## config.mk

```make
export PLATFORM = sky130hd
export DESIGN_NAME = pc_fetch_unit
export DESIGN_NICKNAME = d
export VERILOG_FILES = /design/src/rtl/pc_fetch_pkg.sv /design/src/rtl/pc_branch_resolve.sv /design/src/rtl/pc_fetch_unit.sv
export SDC_FILE = /design/constraint.sdc
export NUM_CORES = 1
export LEC_CHECK = 0
export CAP_MARGIN = 20
export CORE_ASPECT_RATIO = 0.7
export CORE_UTILIZATION = 46
export CTS_CLUSTER_SIZE = 20
export DETAILED_ROUTE_END_ITERATION = 8
export HOLD_SLACK_MARGIN = 0.08
export PLACE_DENSITY = 0.82
export RECOVER_POWER = 50
export SLEW_MARGIN = 25
export SYNTH_ARGS = -nofsm -noshare
export SYNTH_HDL_FRONTEND = slang
export SYNTH_SLANG_ARGS = --single-unit
export TNS_END_PERCENT = 30
```

## constraint.sdc

```tcl
create_clock -name i_clock -period 3.4 [get_ports i_clock]
set_input_delay 0.85 -clock i_clock [delete_from_list [all_inputs] [get_ports i_clock]]
set_output_delay 0.85 -clock i_clock [all_outputs]
set_load 0.02 [all_outputs]
```

## src/rtl/pc_fetch_pkg.sv

```systemverilog
// -----------------------------------------------------------------------------
// pc_fetch_pkg
// Shared types and constants for the program-counter fetch unit.
//   branch_mode_t : encoding of the branch_mode bus driven by execute
//                   (codes 6 and 7 are unused and behave as NONE).
//   fetch_state_t : fetch sequencer states.
//   PC_SHIFT      : word-offset to byte-offset scaling (log2 of 4-byte words).
// -----------------------------------------------------------------------------
package pc_fetch_pkg;

  typedef enum logic [2:0] {
    BM_NONE = 3'd0,
    BM_B    = 3'd1,
    BM_BL   = 3'd2,
    BM_CBZ  = 3'd3,
    BM_CBNZ = 3'd4,
    BM_BR   = 3'd5
  } branch_mode_t;

  typedef enum logic [1:0] {
    ST_IDLE    = 2'd0,
    ST_FETCH   = 2'd1,
    ST_PENDING = 2'd2
  } fetch_state_t;

  localparam int PC_SHIFT = 2;

endpackage

```

## src/rtl/pc_branch_resolve.sv

```systemverilog
// -----------------------------------------------------------------------------
// pc_branch_resolve
// Purely combinational branch resolution: decides whether a control transfer
// is taken and computes its byte target.
// Ports:
//   i_mode       : branch mode code (see branch_mode_t)
//   i_flag       : ALU zero flag, used by CBZ / CBNZ
//   i_base       : PC of the branching instruction
//   i_offset     : sign-extended word offset
//   i_reg_target : absolute byte target for BR
//   o_taken      : transfer is taken (caller qualifies with branch_valid)
//   o_target     : byte target, modulo 2^ADDR_WIDTH
//   o_is_link    : mode is BL
// -----------------------------------------------------------------------------
module pc_branch_resolve
  import pc_fetch_pkg::*;
#(
  parameter int ADDR_WIDTH = 32
) (
  input  logic        [2:0]            i_mode,
  input  logic                         i_flag,
  input  logic        [ADDR_WIDTH-1:0] i_base,
  input  logic signed [ADDR_WIDTH-1:0] i_offset,
  input  logic        [ADDR_WIDTH-1:0] i_reg_target,
  output logic                         o_taken,
  output logic        [ADDR_WIDTH-1:0] o_target,
  output logic                         o_is_link
);

  logic signed [ADDR_WIDTH-1:0] w_off_scaled;

  always_comb begin
    o_taken = 1'b0;
    case (i_mode)
      BM_B, BM_BL, BM_BR: o_taken = 1'b1;
      BM_CBZ:             o_taken = i_flag;
      BM_CBNZ:            o_taken = ~i_flag;
      default:            o_taken = 1'b0;
    endcase
  end

  // Arithmetic shift keeps the sign of the word offset; the add wraps freely.
  assign w_off_scaled = i_offset <<< PC_SHIFT;
  assign o_target     = (i_mode == BM_BR) ? i_reg_target
                                          : i_base + $unsigned(w_off_scaled);
  assign o_is_link    = (i_mode == BM_BL);

endmodule

```

## src/rtl/pc_fetch_unit.sv

```systemverilog
// -----------------------------------------------------------------------------
// pc_fetch_unit
// Generates instruction-fetch addresses with a valid/ready handshake, applies
// resolved branches from execute, buffers one redirect while fetch is stalled,
// and produces the BL link address and the pipeline flush pulse.
// Optional build macro: PC_ALIGN_CHECK_EN adds o_align_fault and drops taken
// branches whose target is not word aligned; without it the target's two low
// bits are forced to zero.
// Ports:
//   i_clock, i_reset       : clock, synchronous active-high reset
//   i_branch_valid         : execute presents a resolved control transfer
//   i_branch_mode          : 0=NONE 1=B 2=BL 3=CBZ 4=CBNZ 5=BR (6,7 = NONE)
//   i_zero_flag            : ALU zero for CBZ/CBNZ
//   i_branch_base          : PC of the branching instruction
//   i_branch_offset        : sign-extended word offset
//   i_reg_target           : absolute byte target for BR
//   i_fetch_ready          : instruction memory accepts o_read_address
//   o_fetch_valid          : o_read_address is a valid request
//   o_read_address         : fetch address
//   o_redirect_taken       : one-cycle flush pulse
//   o_link_address         : branch_base + INSTR_BYTES of the last taken BL
//   o_link_valid           : one-cycle pulse when o_link_address updates
//   o_align_fault          : (PC_ALIGN_CHECK_EN only) misaligned target pulse
// -----------------------------------------------------------------------------
module pc_fetch_unit
  import pc_fetch_pkg::*;
#(
  parameter int                    ADDR_WIDTH   = 32,
  parameter logic [ADDR_WIDTH-1:0] RESET_VECTOR = '0,
  parameter int                    INSTR_BYTES  = 4
) (
  input  logic                         i_clock,
  input  logic                         i_reset,
  input  logic                         i_branch_valid,
  input  logic        [2:0]            i_branch_mode,
  input  logic                         i_zero_flag,
  input  logic        [ADDR_WIDTH-1:0] i_branch_base,
  input  logic signed [ADDR_WIDTH-1:0] i_branch_offset,
  input  logic        [ADDR_WIDTH-1:0] i_reg_target,
  input  logic                         i_fetch_ready,
  output logic                         o_fetch_valid,
  output logic        [ADDR_WIDTH-1:0] o_read_address,
  output logic                         o_redirect_taken,
  output logic        [ADDR_WIDTH-1:0] o_link_address,
  output logic                         o_link_valid
`ifdef PC_ALIGN_CHECK_EN
  ,
  output logic                         o_align_fault
`endif
);

  localparam logic [ADDR_WIDTH-1:0] INC = ADDR_WIDTH'(INSTR_BYTES);

  fetch_state_t          r_state, w_state_next;
  logic [ADDR_WIDTH-1:0] r_read_address, w_addr_next;
  logic [ADDR_WIDTH-1:0] r_pend_target, w_pend_next;
  logic [ADDR_WIDTH-1:0] r_link_address;
  logic                  r_redirect, r_link_valid;

  logic                  w_res_taken, w_is_link;
  logic [ADDR_WIDTH-1:0] w_res_target, w_target;
  logic                  w_accept, w_capture, w_apply;

  pc_branch_resolve #(
    .ADDR_WIDTH (ADDR_WIDTH)
  ) u_resolve (
    .i_mode       (i_branch_mode),
    .i_flag       (i_zero_flag),
    .i_base       (i_branch_base),
    .i_offset     (i_branch_offset),
    .i_reg_target (i_reg_target),
    .o_taken      (w_res_taken),
    .o_target     (w_res_target),
    .o_is_link    (w_is_link)
  );

  assign o_fetch_valid = (r_state != ST_IDLE);
  assign w_accept      = o_fetch_valid & i_fetch_ready;
  // Branches are only honoured in FETCH; in PENDING the presenting
  // instruction is on the wrong path and has already been flushed.
  assign w_capture     = i_branch_valid & w_res_taken & (r_state == ST_FETCH);

`ifdef PC_ALIGN_CHECK_EN
  logic w_misaligned;
  logic r_align_fault;
  assign w_misaligned  = |w_res_target[1:0];
  assign w_target      = w_res_target;
  assign w_apply       = w_capture & ~w_misaligned;
  assign o_align_fault = r_align_fault;

  always_ff @(posedge i_clock) begin
    if (i_reset) r_align_fault <= 1'b0;
    else         r_align_fault <= w_capture & w_misaligned;
  end
`else
  assign w_target = {w_res_target[ADDR_WIDTH-1:2], 2'b00};
  assign w_apply  = w_capture;
`endif

  // Next-state logic. A taken branch overrides the sequential increment; the
  // address only ever moves on an accept so a stalled request stays stable.
  always_comb begin
    w_state_next = r_state;
    w_addr_next  = r_read_address;
    w_pend_next  = r_pend_target;
    case (r_state)
      ST_IDLE: w_state_next = ST_FETCH;
      ST_FETCH: begin
        if (w_apply) begin
          if (w_accept) begin
            w_addr_next = w_target;
          end else begin
            w_pend_next  = w_target;
            w_state_next = ST_PENDING;
          end
        end else if (w_accept) begin
          w_addr_next = r_read_address + INC;
        end
      end
      ST_PENDING: begin
        if (w_accept) begin
          w_addr_next  = r_pend_target;
          w_state_next = ST_FETCH;
        end
      end
      default: w_state_next = ST_IDLE;
    endcase
  end

  always_ff @(posedge i_clock) begin
    if (i_reset) begin
      r_state        <= ST_IDLE;
      r_read_address <= RESET_VECTOR;
      r_pend_target  <= '0;
      r_redirect     <= 1'b0;
      r_link_valid   <= 1'b0;
      r_link_address <= '0;
    end else begin
      r_state        <= w_state_next;
      r_read_address <= w_addr_next;
      r_pend_target  <= w_pend_next;
      r_redirect     <= w_apply;
      r_link_valid   <= w_apply & w_is_link;
      if (w_apply && w_is_link) r_link_address <= i_branch_base + INC;
    end
  end

  assign o_read_address   = r_read_address;
  assign o_redirect_taken = r_redirect;
  assign o_link_address   = r_link_address;
  assign o_link_valid     = r_link_valid;

endmodule

```

==> impl_metrics.py <==
metrics = {
    "outcome": {
        "status": "complete, no violations",
    },
    "placement": {
        "post_dp_cell_area_mm2": 0.00933,
        "io_buffer_count": 164,
        "dp_hpwl_um": 16900,
        "gp_congestion": 0.941,
        "post-place-ws_ps": -523,
    },
    "worst_setup_path": {
        "worst_ep_required_time_ps": 3670,
        "cpMaxStageDelayCell": "clkdlybuf4s50_1",
        "cp.arrival_ps": 3580,
        "start_kind": "input pin",
        "endpoint": "o_read_address[27]",
        "max_stage_delay_ps": 530,
        "timing.reg2reg.setup_slack_ps": 580,
        "reg2reg_from": "o_read_address[11]",
        "endpoint_kind": "flop",
        "path_cells": "clkdlybuf4s50_1, ha_4, a21o_1, a21o_1, a211o_1, o21ba_1, a41o_4, a21o_1, xnor2_2, nand3_1, a311oi_2",
        "cpMostUsedCell": "a21o_1",
        "reg2reg_depth": 9,
        "timing.rr.end": "o_read_address[28]",
        "crit_start": "i_branch_base[14]",
        "path_class": "in -> reg",
        "crit_fanout": 5,
    },
    "sta": {
        "worstMarginPinSlew_ps": 745,
        "rsz0062_at_grt": "yes",
        "fin_crit_ps": 3310,
        "setup_tns_ps": 0,
        "max_freq_mhz": 302,
        "timing.hold.ws_ps": 458,
        "setup_ws_ps": 87.0,
        "period_share_pct": 97.4,
        "hold_viol_final": 0,
        "finalSetupViolCount": 0,
        "skew_ps": 3.77,
        "drv_slew": 0,
        "maxSlewHeadroom_pct": 50.3,
    },
    "logic_synthesis": {
        "avgSynthCellArea_um2": 7.56,
        "yosys-top-cells-area": "dfxtp_1 28%, a211oi_1 7.9%, nor2_1 6.8%",
        "synthCells": 910,
        "yosys_warnings": 0,
        "seq_area_frac_synth_pct": 27.9,
        "syn_area_mm2": 0.00688,
        "yosysUniqueCellTypes": 62,
        "yosysMostFrequentCell": "nor2_1",
        "async_flop_share_pct": 0,
        "synth.top_cell.area_share_pct": 27.9,
        "netlist.top_cell.by_area": "dfxtp_1",
        "synth_ff_type": "dfxtp_1",
        "synth-edff-count": 0,
        "synth_common_cells": "125 x nor2_1, 96 x dfxtp_1, 88 x nand2_1, 72 x a211oi_1, 68 x a21oi_1",
        "ys_ff_latch": 96,
    },
    "route": {
        "drtIter0Drc": 455,
        "postRouteAntennaNets": 0,
        "avgRoutedWirePerCell_um": 17.1,
        "vias": 7701,
        "vias_per_cell": 5.81,
        "finalWirelength_um": 22700,
        "firstDrtPassIters": 5,
        "drc": 0,
    },
    "die": {
        "num_rows": 36,
        "start_util_pct": 48.3,
        "die_x_um": 148,
        "core-area_mm2": 0.0142,
        "ios": 171,
        "die_h_um": 104,
        "die_area_mm2": 0.0155,
    },
    "global_route": {
        "antenna_found_initial": 0,
        "grt_pass1_vias": 7472,
        "grt_max_degree": 62,
        "grt_usage_pct": 29.4,
        "grt_overflow": 0,
        "grt_pass1_wl_um": 36500,
    },
    "cts": {
        "htree_num_levels": 3,
        "clk_path_buf_depth": 2,
        "cts_tree": "built",
        "clock-sinks": 96,
        "clock_latency_ps": 360,
        "cts_root_buf": "clkbuf_16",
        "cts_hold_buf": 0,
        "cts-buffers-inserted": 9,
        "clk_pin_slew_ps": 70,
    },
    "power_and_ir_drop": {
        "p_total_w": 0.00329,
        "ir_drop_uv": 227,
        "p_leak_nw": 3.91,
        "power.density_mw_per_mm2": 336,
    },
    "cells_and_area": {
        "n_antenna_cell": 0,
        "syn2layout_area_growth_pct": 42.2,
        "fillers": 1185,
        "drive_above_1_share_pct": 14.0,
        "final_nets": 1266,
        "final_cell_area_mm2": 0.00978,
    },
    "min_path": {
        "hold_class": "reg -> reg",
    },
    "job": {
        "maxCapViolCount": 0,
    },
}
## kinds of logic (layout without fill, tap and decap cells)
kind of cell             count (synthesis)  after routing  share of synthesized area (%)
AND/OR/NAND/NOR                        359            359                           24.0
AO/OA/AOI/OAI                          264            264                           26.3
flip-flops                              96             96                           27.9
XOR/XNOR                                76             76                           9.78
buffers and inverters                   68            292                           3.91
adder cells (fa/ha/maj)                 32             32                           5.93
multiplexers                            14             14                           2.04
other                                    1              2                         0.0545
## per-stage QoR
stage,instances,util [%]
finish,1325,68.7
global placement,1307,65.5
global route,1325,68.7
detailed placement,1307,65.5
CTS,1323,67.8
floorplan,911,-
## cell type report
| cell class | count | area (um^2) | area share, % |
|---|---|---|---|
| repair buffers | 265 | 2430 | 24.9 |
| well taps | 190 | 238 | 2.43 |
| flip-flops and latches | 96 | 1920 | 19.6 |
| clock buffers | 9 | 225 | 2.30 |
| inverters | 11 | 41.3 | 0.422 |
| multi-input cells | 747 | 4860 | 49.7 |
| clock inverters | 7 | 61.3 | 0.627 |
## cells in the final DEF, fill, tap and decap left out, types with 28 or more instances in the layout
master,Yosys,final
o21ai_0,35,35
xor2_1,39,39
dlygate4sd3_1,0,66
nand3_1,40,40
a21oi_1,68,67
nor2_1,125,121
nand2_1,88,88
and3_1,28,28
buf_4,2,97
clkdlybuf4s50_1,0,92
dfxtp_1,96,96
a211oi_1,72,66
xnor2_1,36,36
## worst min-delay path by stage
| stage | depth (start not counted) | from | slack [ps] | endpoint |
|---|---|---|---|---|
| after CTS | 2 | r_pend_target[24] | 450 | r_pend_target[24] |
| after global placement | 2 | r_pend_target[24] | 440 | r_pend_target[24] |
| after detailed placement | 2 | r_pend_target[24] | 450 | r_pend_target[24] |
| final | 2 | r_pend_target[24] | 460 | r_pend_target[24] |
| after global routing | 2 | r_pend_target[24] | 470 | r_pend_target[24] |
| after floorplan | 2 | r_pend_target[24] | 430 | r_pend_target[24] |
## registers in the layout (all words and copies together) (netlist names)
signal	flops
o_link_address	32
o_link_valid	1
o_read_address	30
o_redirect_taken	1
r_pend_target	30
r_state	2
## what timing repair did
item,4_1_cts,5_1_grt
pin swaps,3,17
buffers inserted,0,2
setup endpoints to repair,15,21
cloned,0,0
resized for setup,6,22
## where the power goes
group | internal [W] | switching (W) | leakage, nW | total (W)
Sequential | 0.00117 | 0.0000460 | 0.780 | 0.00121
Clock | 0.000513 | 0.000510 | 0.140 | 0.00102
Combinational | 0.000510 | 0.000541 | 2.99 | 0.00105
## worst max-delay path, delay by kind of cell
kind,cells,cell delay (ps)
compound gates,7,1660
buf+inv,1,530
fa+ha+maj,1,220
xor+xnor,1,200
simple gates,1,120
## metal layers
layer / vias up / GRT usage, % / wire, um
li1: 3764 / - / -
met1: 3539 / 39.1 / 9940
met2: 352 / 46.8 / 10100
met3: 46 / 5.96 / 2010
met4: 0 / 10.3 / 617
met5: - / 0 / 0
Note: power is estimated with default switching activity, not from simulation.
